==> src/rtl/rom_load_pkg.sv <==
// Shared definitions for the ROM download controller: region map, write-strobe
// bit indices and FSM state encoding.
package rom_load_pkg;

  localparam int unsigned NUM_REGIONS = 3;

  localparam int unsigned WE_CPU  = 0;
  localparam int unsigned WE_GFX  = 1;
  localparam int unsigned WE_PROM = 2;

  localparam logic [15:0] CPU_BASE  = 16'h0000;
  localparam logic [15:0] CPU_SIZE  = 16'h4000;
  localparam logic [15:0] GFX_BASE  = 16'h4000;
  localparam logic [15:0] GFX_SIZE  = 16'h1000;
  localparam logic [15:0] PROM_BASE = 16'h5000;
  localparam logic [15:0] PROM_SIZE = 16'h0020;

  localparam logic [16:0] COUNT_MAX = 17'h1FFFF;

  typedef enum logic [2:0] {
    ST_WAIT,
    ST_LOAD,
    ST_HOLD,
    ST_RUN,
    ST_ERROR
  } state_e;

endpackage

==> src/rtl/rom_region_decode.sv <==
// Combinational download-address decoder: one-hot region hit plus the
// region-local byte address. No hit means the address is outside every region.
module rom_region_decode
  import rom_load_pkg::*;
(
  input  logic [15:0]            addr_i,
  output logic [NUM_REGIONS-1:0] hit_o,
  output logic [13:0]            local_addr_o
);

  localparam logic [15:0] CPU_END  = CPU_BASE + CPU_SIZE;
  localparam logic [15:0] GFX_END  = GFX_BASE + GFX_SIZE;
  localparam logic [15:0] PROM_END = PROM_BASE + PROM_SIZE;

  // Regions are contiguous from address 0, so each test only needs its upper bound.
  always_comb begin
    hit_o        = '0;
    local_addr_o = '0;
    if (addr_i < CPU_END) begin
      hit_o[WE_CPU] = 1'b1;
      local_addr_o  = addr_i[13:0] - CPU_BASE[13:0];
    end else if (addr_i < GFX_END) begin
      hit_o[WE_GFX] = 1'b1;
      local_addr_o  = addr_i[13:0] - GFX_BASE[13:0];
    end else if (addr_i < PROM_END) begin
      hit_o[WE_PROM] = 1'b1;
      local_addr_o   = addr_i[13:0] - PROM_BASE[13:0];
    end
  end

endmodule

==> src/rtl/rom_load_ctrl.sv <==
// ROM download sequencer: routes download bytes to CPU/GFX/PROM regions and
// holds the core in reset until a valid load. ROM_CHECKSUM_EN adds a checksum check.
//
//   state    | meaning
//   ST_WAIT  | after reset, no load seen yet; core held in reset
//   ST_LOAD  | download window open; bytes decoded and written
//   ST_HOLD  | valid load or reset request; core_reset held for the hold count
//   ST_RUN   | core released
//   ST_ERROR | last load was short, out of range or bad checksum
module rom_load_ctrl
  import rom_load_pkg::*;
#(
  parameter int unsigned EXPECTED_BYTES = 20512,
  parameter int unsigned HOLD_CYCLES    = 16,
  parameter logic [7:0]  EXPECTED_SUM   = 8'h00
) (
  input  logic        clk_sys,
  input  logic        reset_n,
  input  logic        ioctl_download,
  input  logic        ioctl_wr,
  input  logic [15:0] ioctl_addr,
  input  logic [7:0]  ioctl_dout,
  input  logic        core_rst_req,
  output logic        core_reset,
  output logic [2:0]  rom_we,
  output logic [13:0] rom_addr,
  output logic [7:0]  rom_data,
  output logic        load_err,
  output logic [16:0] byte_count,
  output logic [7:0]  chk_sum
);

  localparam int unsigned   HW        = (HOLD_CYCLES < 1) ? 1 : $clog2(HOLD_CYCLES + 1);
  localparam logic [HW-1:0] HOLD_INIT = HW'(HOLD_CYCLES);
  localparam logic [16:0]   EXP_COUNT = 17'(EXPECTED_BYTES);

  state_e                 state_q, state_d;
  logic [HW-1:0]          hold_q, hold_d;
  logic                   dl_q;
  logic [16:0]            byte_count_q, byte_count_d;
  logic                   oor_q, oor_d;
  logic                   load_err_q, load_err_d;
  logic [NUM_REGIONS-1:0] rom_we_q, rom_we_d;
  logic [13:0]            rom_addr_q, rom_addr_d;
  logic [7:0]             rom_data_q, rom_data_d;

  logic [NUM_REGIONS-1:0] hit;
  logic [13:0]            local_addr;
  logic                   dl_rise, dl_fall;
  logic                   wr_in_load, wr_acc, wr_oor;
  logic                   sum_bad, load_bad;

  rom_region_decode u_decode (
    .addr_i       (ioctl_addr),
    .hit_o        (hit),
    .local_addr_o (local_addr)
  );

  assign dl_rise    = ioctl_download & ~dl_q;
  assign dl_fall    = ~ioctl_download & dl_q;
  assign wr_in_load = (state_q == ST_LOAD) & ioctl_wr & ~dl_rise;
  assign wr_acc     = wr_in_load & (|hit);
  assign wr_oor     = wr_in_load & ~(|hit);

  // Error decision uses the _d values so a write on the closing edge is included.
  assign load_bad = (byte_count_d < EXP_COUNT) | oor_d | sum_bad;

`ifdef ROM_CHECKSUM_EN
  logic [7:0] sum_q, sum_d;

  always_comb begin
    sum_d = sum_q;
    if (dl_rise) begin
      sum_d = '0;
    end else if (wr_acc) begin
      sum_d = sum_q + ioctl_dout;
    end
  end

  always_ff @(posedge clk_sys or negedge reset_n) begin
    if (!reset_n) begin
      sum_q <= '0;
    end else begin
      sum_q <= sum_d;
    end
  end

  assign sum_bad = (sum_d != EXPECTED_SUM);
  assign chk_sum = sum_q;
`else
  // Masking keeps EXPECTED_SUM referenced so both builds share one parameter list.
  localparam logic [7:0] SUM_ZERO = EXPECTED_SUM & 8'h00;

  assign sum_bad = 1'b0;
  assign chk_sum = SUM_ZERO;
`endif

  always_ff @(posedge clk_sys or negedge reset_n) begin
    if (!reset_n) begin
      state_q <= ST_WAIT;
      hold_q  <= '0;
    end else begin
      state_q <= state_d;
      hold_q  <= hold_d;
    end
  end

  always_comb begin
    state_d = state_q;
    hold_d  = hold_q;
    if (dl_rise) begin
      state_d = ST_LOAD;
      hold_d  = '0;
    end else begin
      case (state_q)
        ST_LOAD: begin
          if (dl_fall) begin
            if (load_bad) begin
              state_d = ST_ERROR;
            end else begin
              state_d = ST_HOLD;
              hold_d  = HOLD_INIT;
            end
          end
        end
        ST_HOLD: begin
          if (core_rst_req) begin
            hold_d = HOLD_INIT;
          end else if (hold_q == '0) begin
            state_d = ST_RUN;
          end else begin
            hold_d = hold_q - 1'b1;
          end
        end
        ST_RUN: begin
          if (core_rst_req) begin
            state_d = ST_HOLD;
            hold_d  = HOLD_INIT;
          end
        end
        default: ;
      endcase
    end
  end

  always_comb begin
    byte_count_d = byte_count_q;
    oor_d        = oor_q;
    load_err_d   = load_err_q;
    rom_we_d     = '0;
    rom_addr_d   = rom_addr_q;
    rom_data_d   = rom_data_q;
    if (dl_rise) begin
      byte_count_d = '0;
      oor_d        = 1'b0;
      load_err_d   = 1'b0;
    end else if (wr_acc) begin
      if (byte_count_q != COUNT_MAX) begin
        byte_count_d = byte_count_q + 17'd1;
      end
      rom_we_d   = hit;
      rom_addr_d = local_addr;
      rom_data_d = ioctl_dout;
    end else if (wr_oor) begin
      oor_d = 1'b1;
    end
    if ((state_q == ST_LOAD) && dl_fall && load_bad) begin
      load_err_d = 1'b1;
    end
  end

  always_ff @(posedge clk_sys or negedge reset_n) begin
    if (!reset_n) begin
      dl_q         <= 1'b0;
      byte_count_q <= '0;
      oor_q        <= 1'b0;
      load_err_q   <= 1'b0;
      rom_we_q     <= '0;
      rom_addr_q   <= '0;
      rom_data_q   <= '0;
    end else begin
      dl_q         <= ioctl_download;
      byte_count_q <= byte_count_d;
      oor_q        <= oor_d;
      load_err_q   <= load_err_d;
      rom_we_q     <= rom_we_d;
      rom_addr_q   <= rom_addr_d;
      rom_data_q   <= rom_data_d;
    end
  end

  always_comb begin
    core_reset = (state_q != ST_RUN);
    rom_we     = rom_we_q;
    rom_addr   = rom_addr_q;
    rom_data   = rom_data_q;
    load_err   = load_err_q;
    byte_count = byte_count_q;
  end

endmodule
==> config.mk <==
export PLATFORM = sky130hd
export DESIGN_NAME = rom_load_ctrl
export DESIGN_NICKNAME = d
export VERILOG_FILES = /design/src/rtl/rom_load_pkg.sv /design/src/rtl/rom_region_decode.sv /design/src/rtl/rom_load_ctrl.sv
export SDC_FILE = /design/constraint.sdc
export NUM_CORES = 1
export LEC_CHECK = 0
export ABC_CLOCK_PERIOD_IN_PS = 4200
export CORE_ASPECT_RATIO = 0.9
export CORE_MARGIN = 3
export CORE_UTILIZATION = 48
export DETAILED_ROUTE_END_ITERATION = 10
export GPL_TIMING_DRIVEN = 0
export HOLD_SLACK_MARGIN = 0.05
export PLACE_DENSITY = 0.82
export SYNTH_ARGS = -nofsm -noshare
export SYNTH_HDL_FRONTEND = slang
export SYNTH_SLANG_ARGS = --single-unit
==> constraint.sdc <==
create_clock -name clk_sys -period 4.2 [get_ports clk_sys]
set_clock_uncertainty 0.2 [all_clocks]
set_input_delay 0.84 -clock clk_sys [delete_from_list [all_inputs] [get_ports clk_sys]]
set_output_delay 0.84 -clock clk_sys [all_outputs]
set_load 0.02 [all_outputs]
==> summary.md <==
| Metric | Value |
|---|---|
| Status | finished, final reports clean |
| Drt pass-1 iters | 4 |
| Buffers added on ports | 72 |
| Final setup margin | between 0.07 and 0.08 ns |
| Synth top cells by count | 79 x nand2_1, 53 x dfrtp_1, 27 x nor2_1, 13 x inv_1 |
| Global-route usage over all layers | around 21% |
| Min-Delay Path Class | in -> async |
| Drt drc | 0 |
| Placement Rows | 25 |
| Post-synth cell types | 54 |
| Setup violations, final | 0 |
| CP max FO | 9 |
| Synth warn | 0 |
| Wire length on met1 | slightly above 3000 microns |
| Detailed placement HPWL | approximately 5000 microns |
| Reg clk slew, reported paths | ~0.11 ns |
| Slew of the pin with the lowest slew margin | ~0.65 ns |
| Post-synth top area cell | dfrtp_1 |
| Hold-fix buffer count after cts | 0 |
| Number of DRC markers in iteration 0 | 115 |
| Main synth FF type | dfrtp_1 |
| Slew headroom | 56.2% |
| Global placement routability congestion | roughly 0.90 |
| Type of origin of the critical path | primary input |
| Worst setup EP type | register |
| Async SR Flop Fraction | 100% |
| Final hold slack | 0.205 ns |
| ANT nets after route | 0 |
| Core Footprint | 5440 sq um |
| Number of fill cells | 433 |
| Top cell type's share of synthesized area | ~47% |
| Post-placement cell area | roughly 3700 sq um |
| Number of diodes | 0 |
| Post-Syn Area | between 2000 and 3000 sq um |
| Lkg Pwr | around 0.0017 uW |
| Fraction of layout cells with a size suffix above 1 | between 10% and 20% |
| Metal2 WL | 3200 microns |
| Final #Nets | 440 |
| Post-synthesis register bit count | 53 |
| Critical-path top delay cell | or4b_1 |
| Die span in x | around 87 microns |
| CTS Buf Count | 5 |
| Vias | around 2500 |
| Total Power | between 1500 and 2000 uW |
| Fmax achieved | 242 MHz |
| Die footprint | just under 7000 sq um |
| Synth Instances | roughly 320 |
| Vias in the first global route | 2367 |
| Max-cap violation count | 0 |
| Die extent in y | around 80 microns |
| R2R cell count | 12 |
| H-tree Lvls | 2 |
| Dpl ws | -0.363 ns |
| DRT Wirelength | 6820 microns |
| DR WL/cell | 14.4 microns |
| Layout area overhead | 35.2% |
| Critical setup path kind | in -> reg |
| PD cells | 460 nW/um^2 |
| CTS Sinks | 53 |
| RSZ-0062 raised after global routing | false |
| Vias per inst | roughly 5.3 |
| Largest net degree at the start of global routing | 41 |
| Number of top-level pins | just over 80 |
| First-pass GRT wire length | around 11000 microns |
| Total Neg Setup Slack | 0 ns |
| Initial antenna violation count | 0 |
| Met3 routed WL | 460 microns |
| Sequential area share after synthesis | around 47% |
| Crit-path cells | clkdlybuf4s50_1 -> ha_2 -> nor4b_4 -> nand2_2 -> or4b_1 -> buf_2 -> o31ai_1 -> a31oi_2 -> nor4_2 -> nor3_2 -> nor2_4 -> mux2_4 |
| Cell area after layout | 3800 sq um |
| Peak VDD IR | around 370 uV |
| Fin. max-slew vios | 0 |
| Fin crit period | slightly above 4 ns |
| CP peak stage delay | 0.52 ns |
| Max Buffers Root-to-Sink | 2 |
| Top Layer Used | met4 |
| Grt ovf | 0 |
| Final Hold Vio Count | 0 |
| Initial Util | approximately 52% |
| TritonCTS clock tree | built |
| Critical Path AT | about 4.1 ns |
| Worst EP required | 4.21 ns |
| Post-synth EDFFs | 0 |
| Most area-consuming cells after synthesis | dfrtp_1 47%, nand2_1 11%, nor2_1 3.6% |
| Later-pin clock latency in the skew report | between 0.3 and 0.4 ns |
| Final Cycle Share | between 90% and 100% |
| Clock root buffer master | clkbuf_8 |
| Top-count cell post-synth | nand2_1 |
| Mean Syn Cell Area | 8.90 sq um |
-- cells by family (layout without fill, tap and decap cells) --
group	after synthesis	in the layout	share of synthesized area, %
XOR/XNOR	11	11	3.43
multiplexers	4	4	1.65
flip-flops	53	53	47.2
other	1	8	0.133
AND/OR/NAND/NOR	168	168	29.6
AO/OA/AOI/OAI	40	40	9.35
buffers and inverters	32	114	5.52
adder cells (fa/ha/maj)	7	7	3.12
-- flip-flops by register name, summed over array words and instances, names as in the netlist --
| register | cells |
|---|---|
| byte_count | 17 |
| dl_q | 1 |
| hold_q | 5 |
| load_err | 1 |
| oor_q | 1 |
| rom_addr | 14 |
| rom_data | 8 |
| rom_we | 3 |
| state_q | 3 |
-- cells in the final DEF (no fill, tap or decap), drive strengths merged, types with 3 or more instances in the layout --
cell type	count
nand2	79
xnor2	7
buf	16
nand2b	7
and4	3
o21ai	8
a21oi	10
conb	8
inv	13
or3	3
nor2	28
o31ai	6
ha	7
and3	3
or4	4
clkinv	3
nor3	7
dfrtp	53
nand4	8
clkbuf	11
a31oi	5
nor4	7
clkdlybuf4s50	71
nand3	8
xor2	4
-- layer usage --
layer | GRT usage (%) | up-vias
met5 | 0 | -
met4 | 6.54 | 0
met3 | 4.20 | 8
met2 | 33.1 | 81
met1 | 28.4 | 1185
li1 | - | 1242
-- critical path: cells and delay by family --
kind	cells	cell delay [ns]
adders and majority gates	1	0.24
muxes	1	0.32
and+or+nand+nor	6	1.60
buffers and inverters	2	0.64
AOI/OAI and AO/OA	2	0.48
-- cell type report --
type	count	area [sq um]	area share (%)
Buffer	18	103	2.70
Clock buffer	5	68.8	1.81
Clock inverter	3	22.5	0.592
Inverter	13	48.8	1.28
Multi-Input combinational cell	238	1400	36.8
Sequential cell	53	1330	34.9
Tap cell	67	83.8	2.20
Timing Repair Buffer	75	751	19.7
-- path summary, 6_finish.rpt --
path                           startpoint       endpoint  slack, ns
min in group clk_sys          rom_addr[6]    rom_addr[6]       0.28
setup reg to reg                     dl_q      hold_q[0]       0.66
setup / recovery           ioctl_download      hold_q[0]       0.08
hold / removal                    reset_n  byte_count[1]       0.21
max in group asynchronous         reset_n  byte_count[7]       3.08
hold reg to reg               rom_addr[6]    rom_addr[6]       0.28
-- per-stage QoR --
stage | instances | utilization [%]
floorplan | 323 | -
global placement | 462 | 66.9
detailed placement | 463 | 67.2
CTS | 471 | 69.0
global route | 472 | 69.9
finish | 472 | 69.9
-- timing repair --
item	4_1_cts	5_1_grt
setup buffers	0	2
pin swaps	0	5
gates resized for setup	1	9
gates cloned	0	0
endpoints found under the setup margin	2	7
-- where the power goes --
part / total, uW / leakage (uW) / switching (uW) / internal (uW)
Sequential: 725 / 0.000713 / 87.8 / 637
Clock: 304 / 0.0000481 / 185 / 119
Combinational: 722 / 0.000924 / 378 / 344
(Power assumes the default switching activity.)
